**src/rtl/shift_arb_ctrl_if.sv**
```systemverilog
// Request/response bundle between two requesters, the shift controller and
// the result consumer. The controller side takes the slave modport.
interface shift_arb_ctrl_if #(
  parameter int N = 3
);
  localparam int W = 2**N;

  logic         req0_valid;
  logic         req0_ready;
  logic [W-1:0] req0_num;
  logic [N-1:0] req0_shift;
  logic         req0_dir;

  logic         req1_valid;
  logic         req1_ready;
  logic [W-1:0] req1_num;
  logic [N-1:0] req1_shift;
  logic         req1_dir;

  logic         resp_valid;
  logic         resp_ready;
  logic [W-1:0] resp_data;
  logic         resp_id;

  modport slave (
    input  req0_valid, req0_num, req0_shift, req0_dir,
    output req0_ready,
    input  req1_valid, req1_num, req1_shift, req1_dir,
    output req1_ready,
    output resp_valid, resp_data, resp_id,
    input  resp_ready
  );

  modport master (
    output req0_valid, req0_num, req0_shift, req0_dir,
    input  req0_ready,
    output req1_valid, req1_num, req1_shift, req1_dir,
    input  req1_ready,
    input  resp_valid, resp_data, resp_id,
    output resp_ready
  );
endinterface

```
**src/rtl/shift_arb_ctrl.sv**
```systemverilog
// Two-requester round-robin front end for a shared logical barrel shifter.
// Stage 1 holds the granted operands, the shifter is combinational from it,
// stage 2 holds the result until the consumer takes it.
module shift_arb_ctrl #(
  parameter int N     = 3,
  parameter int CNT_W = 8
) (
  input  logic             clk,
  input  logic             reset,
  shift_arb_ctrl_if.slave  bus,
  output logic [CNT_W-1:0] done_cnt0,
  output logic [CNT_W-1:0] done_cnt1,
  output logic             busy
);
  localparam int W = 2**N;

  logic         v1;
  logic [W-1:0] s1_num;
  logic [N-1:0] s1_shift;
  logic         s1_dir;
  logic         s1_id;
  logic         v2;
  logic [W-1:0] s2_data;
  logic         s2_id;
  logic         last_grant;

  logic         s2_free;
  logic         s1_free;
  logic         grant;
  logic         acc0;
  logic         acc1;
  logic         drain;
  logic [W-1:0] shifted;

  // Stage availability and round-robin grant; with a conflict the port that
  // did not win last time gets the slot.
  always_comb begin
    s2_free = !v2 || bus.resp_ready;
    s1_free = !v1 || s2_free;
    if (bus.req0_valid && bus.req1_valid) grant = !last_grant;
    else if (bus.req1_valid)              grant = 1'b1;
    else                                  grant = 1'b0;
  end

  assign bus.req0_ready = !reset && s1_free && !grant;
  assign bus.req1_ready = !reset && s1_free &&  grant;
  assign acc0  = bus.req0_ready && bus.req0_valid;
  assign acc1  = bus.req1_ready && bus.req1_valid;
  assign drain = v2 && bus.resp_ready;

  // Shared shifter, logical and zero-filled in both directions.
  always_comb begin
    shifted = s1_dir ? (s1_num << s1_shift) : (s1_num >> s1_shift);
  end

  assign bus.resp_valid = v2;
  assign bus.resp_data  = s2_data;
  assign bus.resp_id    = s2_id;
  assign busy           = v1 || v2;

  // Pipeline registers, grant history and completion counters.
  always_ff @(posedge clk) begin
    if (reset) begin
      v1         <= 1'b0;
      s1_num     <= '0;
      s1_shift   <= '0;
      s1_dir     <= 1'b0;
      s1_id      <= 1'b0;
      v2         <= 1'b0;
      s2_data    <= '0;
      s2_id      <= 1'b0;
      last_grant <= 1'b1;
      done_cnt0  <= '0;
      done_cnt1  <= '0;
    end else begin
      // A refill takes priority over a drain so back-to-back results leave no bubble.
      if (v1 && s2_free) begin
        v2      <= 1'b1;
        s2_data <= shifted;
        s2_id   <= s1_id;
      end else if (drain) begin
        v2 <= 1'b0;
      end

      if (acc0 || acc1) begin
        v1         <= 1'b1;
        s1_num     <= acc1 ? bus.req1_num   : bus.req0_num;
        s1_shift   <= acc1 ? bus.req1_shift : bus.req0_shift;
        s1_dir     <= acc1 ? bus.req1_dir   : bus.req0_dir;
        s1_id      <= acc1;
        last_grant <= acc1;
      end else if (s1_free) begin
        v1 <= 1'b0;
      end

      if (drain && !s2_id) done_cnt0 <= done_cnt0 + CNT_W'(1);
      if (drain &&  s2_id) done_cnt1 <= done_cnt1 + CNT_W'(1);
    end
  end
endmodule

```
**src/flat_wrapper.sv**
```systemverilog
// flat-port wrapper written by rule: the top's interface ports become plain ports
module shift_arb_ctrl_flat 
#(
  parameter int N     = 3,
  parameter int CNT_W = 8
)
  (clk, reset, done_cnt0, done_cnt1, busy, bus_req0_valid, bus_req0_num, bus_req0_shift, bus_req0_dir, bus_req0_ready, bus_req1_valid, bus_req1_num, bus_req1_shift, bus_req1_dir, bus_req1_ready, bus_resp_valid, bus_resp_data, bus_resp_id, bus_resp_ready);
  shift_arb_ctrl_if #(.N(N)) bus_i ();
  input  logic clk;
  input  logic reset;
  output logic [CNT_W-1:0] done_cnt0;
  output logic [CNT_W-1:0] done_cnt1;
  output logic busy;
  input wire logic [$bits(bus_i.req0_valid)-1:0] bus_req0_valid;
  input wire logic [$bits(bus_i.req0_num)-1:0] bus_req0_num;
  input wire logic [$bits(bus_i.req0_shift)-1:0] bus_req0_shift;
  input wire logic [$bits(bus_i.req0_dir)-1:0] bus_req0_dir;
  output wire logic [$bits(bus_i.req0_ready)-1:0] bus_req0_ready;
  input wire logic [$bits(bus_i.req1_valid)-1:0] bus_req1_valid;
  input wire logic [$bits(bus_i.req1_num)-1:0] bus_req1_num;
  input wire logic [$bits(bus_i.req1_shift)-1:0] bus_req1_shift;
  input wire logic [$bits(bus_i.req1_dir)-1:0] bus_req1_dir;
  output wire logic [$bits(bus_i.req1_ready)-1:0] bus_req1_ready;
  output wire logic [$bits(bus_i.resp_valid)-1:0] bus_resp_valid;
  output wire logic [$bits(bus_i.resp_data)-1:0] bus_resp_data;
  output wire logic [$bits(bus_i.resp_id)-1:0] bus_resp_id;
  input wire logic [$bits(bus_i.resp_ready)-1:0] bus_resp_ready;
  assign bus_i.req0_valid = bus_req0_valid;
  assign bus_i.req0_num = bus_req0_num;
  assign bus_i.req0_shift = bus_req0_shift;
  assign bus_i.req0_dir = bus_req0_dir;
  assign bus_req0_ready = bus_i.req0_ready;
  assign bus_i.req1_valid = bus_req1_valid;
  assign bus_i.req1_num = bus_req1_num;
  assign bus_i.req1_shift = bus_req1_shift;
  assign bus_i.req1_dir = bus_req1_dir;
  assign bus_req1_ready = bus_i.req1_ready;
  assign bus_resp_valid = bus_i.resp_valid;
  assign bus_resp_data = bus_i.resp_data;
  assign bus_resp_id = bus_i.resp_id;
  assign bus_i.resp_ready = bus_resp_ready;
  shift_arb_ctrl #(.N(N), .CNT_W(CNT_W)) u_core (.clk(clk), .reset(reset), .bus(bus_i), .done_cnt0(done_cnt0), .done_cnt1(done_cnt1), .busy(busy));
endmodule
```
**config.mk**
```make
export PLATFORM = sky130hd
export DESIGN_NAME = shift_arb_ctrl_flat
export DESIGN_NICKNAME = d
export VERILOG_FILES = /design/src/rtl/shift_arb_ctrl_if.sv /design/src/rtl/shift_arb_ctrl.sv /design/src/flat_wrapper.sv
export SDC_FILE = /design/constraint.sdc
export NUM_CORES = 1
export LEC_CHECK = 0
export CAP_MARGIN = 40
export CORE_UTILIZATION = 49
export DETAILED_ROUTE_END_ITERATION = 16
export GPL_ROUTABILITY_DRIVEN = 0
export HOLD_SLACK_MARGIN = 0.05
export PLACE_DENSITY = 0.83
export RECOVER_POWER = 50
export SLEW_MARGIN = 30
export SYNTH_ARGS = -nofsm -noshare
export SYNTH_HDL_FRONTEND = slang
export SYNTH_SLANG_ARGS = --single-unit
```
**constraint.sdc**
```tcl
create_clock -name clk -period 1.91 [get_ports clk]
set_clock_uncertainty 0.2 [all_clocks]
set_input_delay 0.382 -clock clk [delete_from_list [all_inputs] [get_ports clk]]
set_output_delay 0.382 -clock clk [all_outputs]
set_load 0.01 [all_outputs]
```
==> Yosys cells after proc, flatten, opt, wreduce, memory -nomap -nowiden <==
Index checks and enable logic that the tools add are counted.
{ "word_totals": {"output_inout_bits": 29, "input_bits": 29, "reg_bits": 41} }
{ "classes": {"addsub": 2, "shift": 2, "reduce_logical": 22, "muxes": 10} }
{ "ops": {"columns": ["op", "n"], "rows": [
  ["adder 8 x 1 -> 8 bit (second input constant)", 2],
  ["two-way mux 8 bit", 2],
  ["logical AND 1 bit", 10],
  ["left shift 8 x 3 -> 8 bit", 1],
  ["right shift 8 x 3 -> 8 bit", 1],
  ["two-way mux 1 bit", 7],
  ["zero test 1 bit", 6],
  ["logical OR 1 bit", 4],
  ["nonzero test 2 bit", 2],
  ["two-way mux 3 bit", 1]
]} }

==> Depth between registers and ports, before layout <==
Gate-level depths: netlist of run 1.
{ "logic_depth": {"depth_word": 8, "mapped_depth": 7, "depth_no_buf": 4} }

==> Least setup slack after synthesis of run 1 <==
OpenSTA, ideal clock, no wires.
{ "synth_timing": {"kind": "input-to-output", "start": "in bus_req1_valid", "end": "out bus_req1_ready", "path_slack_ns": 0.141, "t_arrival_ns": 1.187, "path_buffers": 1, "path_stages": 4, "cell_sequence": "a21boi_0 > nand3b_1 > buf_4 > inv_1"} }
{ "synth_via": {"elab_chain_len": 3, "elab_cells_between_ends": 4, "classes_between": "mux: 2; reduce/logical: 2"} }
{ "synth_lines": {"columns": ["item", "line", "rtl"], "rows": [
  ["from (decl)", "flat_wrapper.sv:19", "input wire logic [$bits(bus_i.req1_valid)-1:0] bus_req1_valid;"],
  ["two-way mux 1 bit / logical AND 1 bit (equally long branches)", "shift_arb_ctrl.sv:41, shift_arb_ctrl.sv:40", null],
  ["two-way mux 1 bit *", "shift_arb_ctrl.sv:40", "if (bus.req0_valid && bus.req1_valid) grant = !last_grant;"],
  ["logical AND 1 bit *", "shift_arb_ctrl.sv:46", "assign bus.req1_ready = !reset && s1_free && grant;"],
  ["to (decl)", "flat_wrapper.sv:23", "output wire logic [$bits(bus_i.req1_ready)-1:0] bus_req1_ready;"]
]} }
Every way passes the cells marked *; elsewhere a longest branch is shown, timed or not.

==> Worst setup path after layout of run 1 <==
{ "layout_timing": {"start": "reg u_core.s1_shift[1]", "end": "reg u_core.s2_data[3] (netlist: u_core.bus.resp_data[3])"} }
{ "layout_via": {"elab_chain_len": 2, "elab_cells_between_ends": 3, "classes_between": "shift: 2; mux: 1"} }
{ "layout_lines": {"columns": ["item", "line", "rtl"], "rows": [
  ["from (decl)", "shift_arb_ctrl.sv:19", "logic [N-1:0] s1_shift;"],
  ["from (signal assigned)", "shift_arb_ctrl.sv:88", "s1_shift <= acc1 ? bus.req1_shift : bus.req0_shift;"],
  ["right shift 8 x 3 -> 8 bit / left shift 8 x 3 -> 8 bit (equally long branches)", "shift_arb_ctrl.sv:53", "shifted = s1_dir ? (s1_num << s1_shift) : (s1_num >> s1_shift);"],
  ["two-way mux 8 bit *", "shift_arb_ctrl.sv:53", null],
  ["to (signal assigned)", "shift_arb_ctrl.sv:79", "s2_data <= shifted;"],
  ["to (decl)", "shift_arb_ctrl.sv:23", "logic [W-1:0] s2_data;"]
]} }
Marked as above.
A chain may end at the register's enable or synchronous reset.

==> results of run 1 <==
-- layer usage --
layer	global-route usage, %	vias to the layer above	wire length [um]
met5	0	-	0
met4	10.2	0	159
met3	4.18	21	396
met2	40.5	106	2840
met1	32.2	1063	2490
li1	-	1113	-
-- timing repair --
action                     in CTS  in global routing
pin swaps                       1                  0
resized for setup              17                 10
setup endpoints to repair      16                  8
buffers inserted                0                  0
-- tightest hold or removal path: stages, from the launching register on --
cell and delay (ns):
dfxtp_1 0.33, nand2_1 0.06, a21oi_1 0.05
-- cell type report --
type,count,area share [%]
multi-input cells,195,41.9
repair buffers,93,26.2
flip-flops and latches,41,25.6
clock buffers,7,2.67
well taps,52,2.01
clock inverters,1,0.930
inverters,6,0.697
-- metrics by stage --
step	cell area (sq um)	utilization, %	TNS, ns
after global routing	3230	73.2	-0.0484
after global placement	3110	70.5	-5.46
after detailed placement	3110	70.5	-6.66
after floorplan	2270	-	0
after CTS	3220	73.0	0
final	3230	73.2	0
-- where the power goes --
part           switching (mW)  internal, mW  leakage (nW)
Clock                   0.295         0.426        0.0585
Sequential             0.0480         0.899         0.338
Combinational           0.221         0.254         0.953
Total                   0.564          1.58          1.35
-- cells in the final DEF (no fill, tap or decap), drive strengths merged, types with 5 or more instances in the layout --
cell type      instances
a211oi                18
a21oi                  6
and3                   5
buf                   34
clkbuf                11
clkdlybuf4s50         42
dfxtp                 41
dlygate4sd2            5
dlygate4sd3            7
inv                    6
mux2i                 26
nand2                 15
nand2b                 5
nand3                  5
nand4                 11
nor2                  37
nor4                   6
xor2                  12
-- cells by family (layout without fill, tap and decap cells) --
logic type,after synthesis,after routing
AOI/OAI and AO/OA,44,44
xor gates and xnor gates,14,14
adders and majority gates,2,2
buffers and inverters,26,107
DFF,41,41
muxes,29,29
and+or+nand+nor,106,106
-- final timing paths --
path | from | to | slack (ns) | depth (start not counted)
worst max register to register | u_core.s1_shift[1] | u_core.bus.resp_data[3] | 0.03 | 5
worst min register to register | u_core.s1_id | u_core.bus.resp_id | 0.28 | 2
worst min-delay path | u_core.s1_id | u_core.bus.resp_id | 0.28 | 2
worst max-delay path | u_core.s1_shift[1] | u_core.bus.resp_data[3] | 0.03 | 5
-- sequential cells by signal, indices dropped and copies added, names as in the netlist --
register / flops
u_core.bus.resp_data: 8
u_core.bus.resp_id: 1
u_core.bus.resp_valid: 1
u_core.done_cnt0: 8
u_core.done_cnt1: 8
u_core.last_grant: 1
u_core.s1_dir: 1
u_core.s1_id: 1
u_core.s1_num: 8
u_core.s1_shift: 3
u_core.v1: 1
==> impl_metrics.csv, run 1 <==
group,metric,value,unit
status,status,"completed",
global_routing,grt_overflow_total,0,
clocking,path_clk_slew,0.08,ns
detailed_routing,viasPerCell,5.83,
finish,final_nets,373,
die,die_w,70.0,um
sta,maxSlewViolCount,0,
placement,io_buffers,57,
detailed_routing,first_pass_iters,4,
clocking,cts_num_sinks,41,
yosys,mappedNetlistArea,2270,sq um
worst_setup_path,crit_buf_inv,1,
power_and_ir_drop,p_leak,1.35,nW
die,core-area,4410,sq um
power_and_ir_drop,power.total,2.14,mW
detailed_routing,ant_nets,0,
clocking,clockBufferDepth,2,
power_and_ir_drop,p_per_area,664,nW/um^2
worst_hold_path,hold_class,"reg2reg",
die,initial_core_util,51.4,%
clocking,clkLatencyLatePin,0.29,ns
yosys,synthAdderAreaFrac,1.10,%
finish,fin_cells,395,
yosys,synth_xor_area_share,5.41,%
global_routing,antenna_found_initial,0,
sta,period_share,98.2,%
clocking,ctsHoldBuffers,0,
yosys,synth_top_area_share,36.2,%
sta,setup_ws,0.0348,ns
clocking,cts_buffers,5,
worst_setup_path,path_cells,"buf_12, mux2i_1, mux4_2, or4_4, o21ai_1",
placement,place_ws,-0.598,ns
yosys,synth_seq_cells,41,
worst_setup_path,cp_max_fo,15,
placement,dp_hpwl,4160,um
sta,max_freq,533,MHz
yosys,synthMuxAreaShare,14.0,%
worst_setup_path,cp_top_family,"multiplexers",
clocking,h-tree-depth,2,
detailed_routing,drt_wl_total,5880,um
yosys,synth_common_cells,"41 x dfxtp_1, 37 x nor2_1, 26 x mux2i_1",
power_and_ir_drop,ir_worst_vdd,449,uV
yosys,yosysWarnings,0,
clocking,cts-root-buf,"clkbuf_8",
yosys,synth.largest_area_cell,"dfxtp_1",
worst_setup_path,crit_required,1.93,ns
clocking,cts_tree,"built",
finish,antennaDiodeCount,0,
worst_setup_path,worstPathArrival,1.90,ns
detailed_routing,wl_per_cell,14.9,um
yosys,syn-instance-count,262,
yosys,syn-num-nets,293,
placement,dp.cells,387,
worst_setup_path,cp_slowest_cell,"mux4_2",
finish,drive_above_1_share,17.2,%
yosys,syn_area_per_cell,8.66,sq um
detailed_routing,num_vias,2303,
yosys,yosysUniqueCellTypes,47,
global_routing,grt_start_max_net_pins,30,
yosys,synth_top_family_by_area,"simple AND/OR/NAND/NOR gates",
global_routing,grt.total_usage,24.7,%
yosys,yosysSeqAreaShare,36.2,%
sta,hold_viol_final,0,
finish,multi_input_area,1350,sq um
sta,period_minus_slack,1.88,ns
yosys,yosys-top-cells-area,"dfxtp_1 36%, mux2i_1 11%, nor2_1 6.1%",
yosys,yosys.area_share.simple,24.2,%
sta,rsz0062_at_grt,"yes",
yosys,synth_edf_count,0,
sta,setup_viol,0,
worst_setup_path,cp-start-kind,"flip-flop",
sta,worstMarginPinSlew,0.395,ns
global_routing,grt_pass1_wl,9910,um
worst_setup_path,slowest_delay,0.48,ns
detailed_routing,drc,0,
yosys,synthArstFlopShare,0,%
finish,fillers,325,
detailed_routing,drtIter0Drc,174,
job,cap_violations,0,
yosys,synth_compound_area_share,14.2,%
sta,slew_headroom,73.4,%
sta,holdWs,0.275,ns
die,pin_count,58,
global_routing,grt_pass1_vias,2196,
die,die_y,70.0,um
die,fp.dieArea,4910,sq um
yosys,yosysMostFrequentCell,"dfxtp_1",
finish,syn_to_final_growth,42.4,%
worst_setup_path,setup.worst_path.class,"reg2reg",
worst_setup_path,critPathCaptureType,"flip-flop",
die,rows,24,
finish,seqCellArea,828,sq um
yosys,synth_ff_type,"dfxtp_1",
(Power assumes the default switching activity.)
==> inputs of run 2 (changes only) <==
--- a/config.mk
+++ b/config.mk
@@ -10,6 +10,7 @@
 export DETAILED_ROUTE_END_ITERATION = 16
 export GPL_ROUTABILITY_DRIVEN = 0
 export HOLD_SLACK_MARGIN = 0.05
+export MAX_ROUTING_LAYER = met4
 export PLACE_DENSITY = 0.83
 export RECOVER_POWER = 50
 export SLEW_MARGIN = 30
==> constraint.sdc (replaced) <==
create_clock -name clk -period 1.91 [get_ports clk]
set_clock_uncertainty 0.2 [all_clocks]
set_input_delay 0.2865 -clock clk [delete_from_list [all_inputs] [get_ports clk]]
set_output_delay 0.2865 -clock clk [all_outputs]
set_load 0.01 [all_outputs]
==> impl_metrics.csv, run 2 (synthesized netlist as in run 1, its figures left out) <==
group,metric,value,unit
detailed_routing,drt_wl_total,5710,um
global_routing,grt.total_usage,24.5,%
sta,worstMarginPinSlew,0.483,ns
job,cap_violations,0,
placement,postPlaceCellArea,3060,sq um
power_and_ir_drop,p_per_area,628,nW/um^2
sta,slew_headroom,67.7,%
power_and_ir_drop,p_leak,1.32,nW
detailed_routing,viasPerCell,5.66,
worst_setup_path,crit_required,1.91,ns
clocking,cts_tree,"built",
power_and_ir_drop,ir_worst_vdd,373,uV
finish,final_nets,368,
die,core-area,4410,sq um
sta,rsz0062_at_grt,"yes",
finish,drive_above_1_share,15.1,%
die,fp.dieArea,4910,sq um
sta,hold_viol_final,0,
global_routing,grt_overflow_total,0,
worst_setup_path,cp_slowest_cell,"or3b_2",
sta,max_freq,515,MHz
die,rows,24,
detailed_routing,ant_nets,0,
worst_setup_path,cp-start-kind,"flip-flop",
clocking,cts_num_sinks,41,
worst_setup_path,setup.worst_path.class,"reg2reg",
worst_setup_path,worstPathArrival,1.95,ns
global_routing,antenna_found_initial,0,
sta,maxSlewViolCount,0,
global_routing,grt_pass1_wl,9370,um
clocking,clkLatencyLatePin,0.30,ns
finish,final_cell_area,3190,sq um
worst_setup_path,path_cells,"or3b_2, a211oi_1, a41oi_1, a311oi_1",
finish,layout_commonest_cell,"clkdlybuf4s50_1",
finish,antennaDiodeCount,0,
worst_setup_path,cp_top_family,"compound AO/OA/AOI/OAI gates",
detailed_routing,num_vias,2201,
detailed_routing,drtIter0Drc,166,
finish,fin_cells,389,
placement,dp.cells,380,
placement,dp_hpwl,4130,um
placement,io_buffers,57,
die,initial_core_util,51.4,%
sta,period_minus_slack,1.94,ns
worst_setup_path,crit_buf_inv,0,
detailed_routing,drc,0,
clocking,cts_buffers,5,
die,die_w,70.0,um
sta,finalSetupTns,-0.0309,ns
sta,period_share,102,%
clocking,cts-root-buf,"clkbuf_8",
detailed_routing,first_pass_iters,4,
sta,setup_viol,1,
die,die_y,70.0,um
status,status,"finished, violations left",
worst_hold_path,hold_class,"in2reg",
sta,setup_ws,-0.0309,ns
status,violations,"setup timing",
global_routing,grt_start_max_net_pins,29,
clocking,clockBufferDepth,2,
worst_setup_path,critPathCaptureType,"flip-flop",
worst_setup_path,slowest_delay,0.49,ns
detailed_routing,wl_per_cell,14.7,um
worst_setup_path,cp_max_fo,6,
clocking,h-tree-depth,2,
die,pin_count,58,
global_routing,grt_pass1_vias,2064,
finish,syn_to_final_growth,40.6,%
clocking,path_clk_slew,0.08,ns
finish,layout_common_cells,"41 x clkdlybuf4s50_1, 40 x dfxtp_1, 37 x nor2_1, 26 x mux2i_1, 26 x buf_4",
run 2: cell count changes in the layout (fill, tap and decap cells not counted), sizes merged:
cell	before	now
clkinvlp	0	1
bufinv	1	0
dlygate4sd3	7	11
clkbuf	11	10
dlygate4sd2	5	2
dlymetal6s2s	0	1
buf	34	29
dlymetal6s4s	1	0
clkdlybuf4s50	42	41
run 2: final cells by class:
type,instances,area [sq um]
well taps,52,65.1
inverters,6,22.5
clock inverters,1,7.51
repair buffers,88,831
clock buffers,6,82.6
multi-input cells,195,1360
flip-flops and latches,41,825
fillers,330,1220
run 2: path summary, 6_finish.rpt:
check,start,to,slack [ns],cells past startpoint
setup / recovery,u_core.s1_num[7],u_core.bus.resp_data[7],-0.03,4
hold / removal,bus_req0_valid,u_core.last_grant,0.17,3
setup reg to reg,u_core.s1_num[7],u_core.bus.resp_data[7],-0.03,4
hold reg to reg,u_core.s1_id,u_core.bus.resp_id,0.29,2
run 2: routing by layer:
metal	share of wire (%)	track usage, %
met2	49	39.4
met5	0	-
met1	44	29.8
met3	4.4	5.48
met4	2.3	9.33
run 2: repair_timing:
item | in CTS | in global routing
gates cloned | 0 | 1
hold buffers | 0 | 0
setup endpoints to repair | 3 | 7
endpoints found under the hold margin | 0 | 0
setup buffers | 1 | 0
gates resized for setup | 9 | 10
run 2: per-stage QoR:
stage | util, % | hold WS, ns | worst slack, ns | total power [mW]
CTS | 71.5 | 0.272 | 0.00558 | 2.00
finish | 72.3 | 0.174 | -0.0309 | 2.00
global route | 72.3 | 0.208 | -0.0538 | 2.09
detailed placement | 69.4 | 0.258 | -0.376 | 1.43
global placement | 69.4 | 0.262 | -0.350 | 1.42
floorplan | - | 0.232 | 0.163 | 1.21
run 2: where the power goes:
part	switching [mW]	internal [mW]	total, mW
Sequential	0.0522	0.898	0.950
Clock	0.293	0.286	0.579
Combinational	0.217	0.256	0.473
run 2: tightest hold or removal path, delay by kind of cell:
kind	cells	cell delay, ns
AOI/OAI and AO/OA	1	0.12
and+or+nand+nor	1	0.09
buffers and inverters	1	0.15
==> inputs of run 3 (changes only) <==
--- a/config.mk
+++ b/config.mk
@@ -5,13 +5,15 @@
 export SDC_FILE = /design/constraint.sdc
 export NUM_CORES = 1
 export LEC_CHECK = 0
+export ABC_AREA = 1
 export CAP_MARGIN = 40
-export CORE_UTILIZATION = 49
+export CORE_UTILIZATION = 51
+export CTS_BUF_LIST = sky130_fd_sc_hd__clkbuf_8
 export DETAILED_ROUTE_END_ITERATION = 16
 export GPL_ROUTABILITY_DRIVEN = 0
 export HOLD_SLACK_MARGIN = 0.05
 export MAX_ROUTING_LAYER = met4
-export PLACE_DENSITY = 0.83
+export PLACE_DENSITY = 0.85
 export RECOVER_POWER = 50
 export SLEW_MARGIN = 30
 export SYNTH_ARGS = -nofsm -noshare
==> impl_metrics.csv, run 3 <==
group,metric,value,unit
yosys,yosysUniqueCellTypes,26,
sta,period_share,96.4,%
finish,fillers,359,
sta,setup_viol,0,
die,pin_count,58,
detailed_routing,drtIter0Drc,200,
yosys,yosysSeqAreaShare,34.7,%
power_and_ir_drop,sw_frac_of_total,26.8,%
worst_setup_path,setup.worst_path.class,"in2out",
placement,io_buffers,57,
worst_setup_path,r2r_start,"u_core.s1_shift[0]",
clocking,clockBufferDepth,2,
detailed_routing,viasPerCell,5.16,
placement,dp.cells,495,
worst_setup_path,crit_buf_inv,3,
yosys,synth_edf_count,0,
die,rows,24,
finish,seqCellArea,822,sq um
power_and_ir_drop,ir_worst_vdd,395,uV
yosys,syn_area_per_cell,6.16,sq um
finish,fin_cells,503,
clocking,clkLatencyLatePin,0.30,ns
worst_setup_path,cp_top_family,"buffers and inverters",
clocking,h-tree-depth,2,
power_and_ir_drop,clock_power_share,38.4,%
detailed_routing,first_pass_iters,5,
global_routing,grt_pass1_wl,9930,um
sta,maxSlewViolCount,0,
sta,period_minus_slack,1.84,ns
worst_setup_path,slowest_delay,0.47,ns
finish,final_nets,481,
placement,dp_hpwl,4210,um
detailed_routing,ant_nets,0,
worst_hold_path,hold_class,"reg2reg",
power_and_ir_drop,pwr-share-seq,42.0,%
worst_setup_path,cp-start-kind,"primary input",
finish,drive_above_1_share,7.32,%
detailed_routing,wl_per_cell,11.7,um
worst_setup_path,regToRegSetupSlack,0.16,ns
clocking,path_clk_slew,0.08,ns
clocking,cts_buffers,5,
status,status,"completed",
power_and_ir_drop,p_leak,1.48,nW
power_and_ir_drop,p_per_area,697,nW/um^2
worst_setup_path,r2r_cells,7,
worst_setup_path,cp_max_fo,3,
clocking,cts-root-buf,"clkbuf_8",
worst_setup_path,worstPathArrival,1.35,ns
sta,max_freq,543,MHz
worst_setup_path,cp_slowest_cell,"clkdlybuf4s50_1",
job,cap_violations,0,
clocking,cts_tree,"built",
yosys,synth_top_area_share,34.7,%
worst_setup_path,reg2reg_to,"u_core.bus.resp_data[1]",
detailed_routing,drt_wl_total,5910,um
die,initial_core_util,53.6,%
sta,hold_viol_final,0,
worst_setup_path,critPathCaptureType,"output port",
detailed_routing,drc,0,
finish,post-route-util,71.9,%
yosys,synth.largest_area_cell,"dfxtp_1",
clocking,cts_num_sinks,41,
sta,slew_headroom,62.3,%
power_and_ir_drop,p_switching,0.593,mW
sta,finalSetupTns,0,ns
yosys,synthArstFlopShare,0,%
die,core-area,4410,sq um
worst_setup_path,path_cells,"clkdlybuf4s50_1, a21boi_4, nand3_2, inv_1, dlygate4sd2_1",
yosys,syn-num-nets,415,
clocking,ctsHoldBuffers,0,
worst_setup_path,cp-startpoint,"bus_req0_valid",
finish,syn_to_final_growth,34.1,%
finish,multi_input_area,1290,sq um
finish,layout_commonest_cell,"nand2_1",
sta,worstMarginPinSlew,0.564,ns
power_and_ir_drop,p_int,1.62,mW
finish,layout_common_cells,"108 x nand2_1, 70 x nor2_1, 54 x nand3_1, 48 x clkdlybuf4s50_1, 40 x dfxtp_1",
finish,antennaDiodeCount,0,
yosys,syn-instance-count,384,
global_routing,grt_pass1_vias,2285,
die,die_y,70.1,um
global_routing,antenna_found_initial,0,
yosys,synth_common_cells,"108 x nand2_1, 70 x nor2_1, 52 x nand3_1",
yosys,yosysWarnings,0,
yosys,yosys-top-cells-area,"dfxtp_1 35%, nand2_1 17%, nor2_1 11%",
worst_setup_path,crit_required,1.42,ns
yosys,mappedNetlistArea,2370,sq um
global_routing,grt.total_usage,25.7,%
die,die_w,70.1,um
worst_setup_path,crit_end,"bus_req1_ready",
global_routing,grt_overflow_total,0,
detailed_routing,num_vias,2596,
sta,rsz0062_at_grt,"no",
power_and_ir_drop,combPwrFrac,19.6,%
global_routing,grt_start_max_net_pins,26,
yosys,synth_seq_cells,41,
worst_setup_path,worstSetupPathDepth,5,
die,fp.dieArea,4920,sq um
yosys,synth_ff_type,"dfxtp_1",
yosys,yosysMostFrequentCell,"nand2_1",
## run 3: changes by cell type after synthesis, moves of 6 or more
cell,previous run,this run
nand2_1,15,108
nand3_1,5,52
nor2_1,37,70
inv_1,6,38
mux2i_1,26,0
a211oi_1,18,0
xor2_1,12,1
a21oi_1,6,13
o21ai_0,4,11
nor4_1,6,0
## run 3: tightest hold or removal path: stages (launching register included)
cell	delay, ns
dfxtp_1	0.33
inv_1	0.05
a21oi_1	0.05
## run 3: what timing repair did
item,CTS,global route
buffers inserted,0,0
setup endpoints to repair,3,2
cloned,0,0
pin swaps,1,0
gates resized for setup,3,2
endpoints found under the hold margin,0,0
## run 3: cells by family (layout without fill, tap and decap cells)
group	count (synthesis)	count (layout)	share of synthesized area (%)
buf+inv	59	126	10.4
xor+xnor	1	1	0.370
fa+ha+maj	2	2	1.06
simple gates	252	252	46.0
compound gates	29	29	7.51
flops	41	41	34.7
## run 3: power by group through the flow
| stage | logic, mW | clock network (mW) | registers (mW) |
|---|---|---|---|
| after floorplan | 0.261 | 0 | 0.948 |
| after global placement | 0.422 | 0 | 0.947 |
| after detailed placement | 0.431 | 0 | 0.948 |
| after CTS | 0.436 | 0.858 | 0.929 |
| after global routing | 0.481 | 0.889 | 0.934 |
| final | 0.433 | 0.849 | 0.929 |
## run 3: layer usage
layer / vias up / share of wire [%] / global-route usage [%]
met3: 15 / 5.3 / 4.76
met2: 112 / 48 / 41.9
li1: 1351 / - / -
met4: 0 / 1.8 / 8.89
met1: 1118 / 45 / 32.0
met5: - / 0 / -
## run 3: worst min path at each step
stage	cells past startpoint	end	start	slack, ns
finish	2	u_core.done_cnt0[5]	u_core.done_cnt0[5]	0.27
floorplan	2	u_core.s1_id	u_core.s1_id	0.24
CTS	2	u_core.done_cnt0[5]	u_core.done_cnt0[5]	0.27
global route	2	u_core.done_cnt0[5]	u_core.done_cnt0[5]	0.29
global placement	2	u_core.done_cnt0[5]	u_core.done_cnt0[5]	0.25
detailed placement	2	u_core.done_cnt0[5]	u_core.done_cnt0[5]	0.26
## run 3: cell type report
cell class	instances	area share, %
Timing Repair Buffer	74	21.8
Inverter	44	5.21
Sequential cell	41	25.9
Clock buffer	5	2.17
Tap cell	52	2.05
Clock inverter	3	2.17
Multi-Input combinational cell	284	40.7
## run 3: through the flow
step                      cell area [sq um]  setup WS [ns]  power [mW]  hold WS (ns)
after detailed placement               3060         -0.218        1.38         0.259
after global placement                 3060         -0.213        1.37         0.245
after CTS                              3200         0.0129        2.22         0.272
after floorplan                        2370          0.410        1.21         0.245
final                                  3170         0.0691        2.21         0.269
after global routing                   3170        0.00947        2.30         0.295
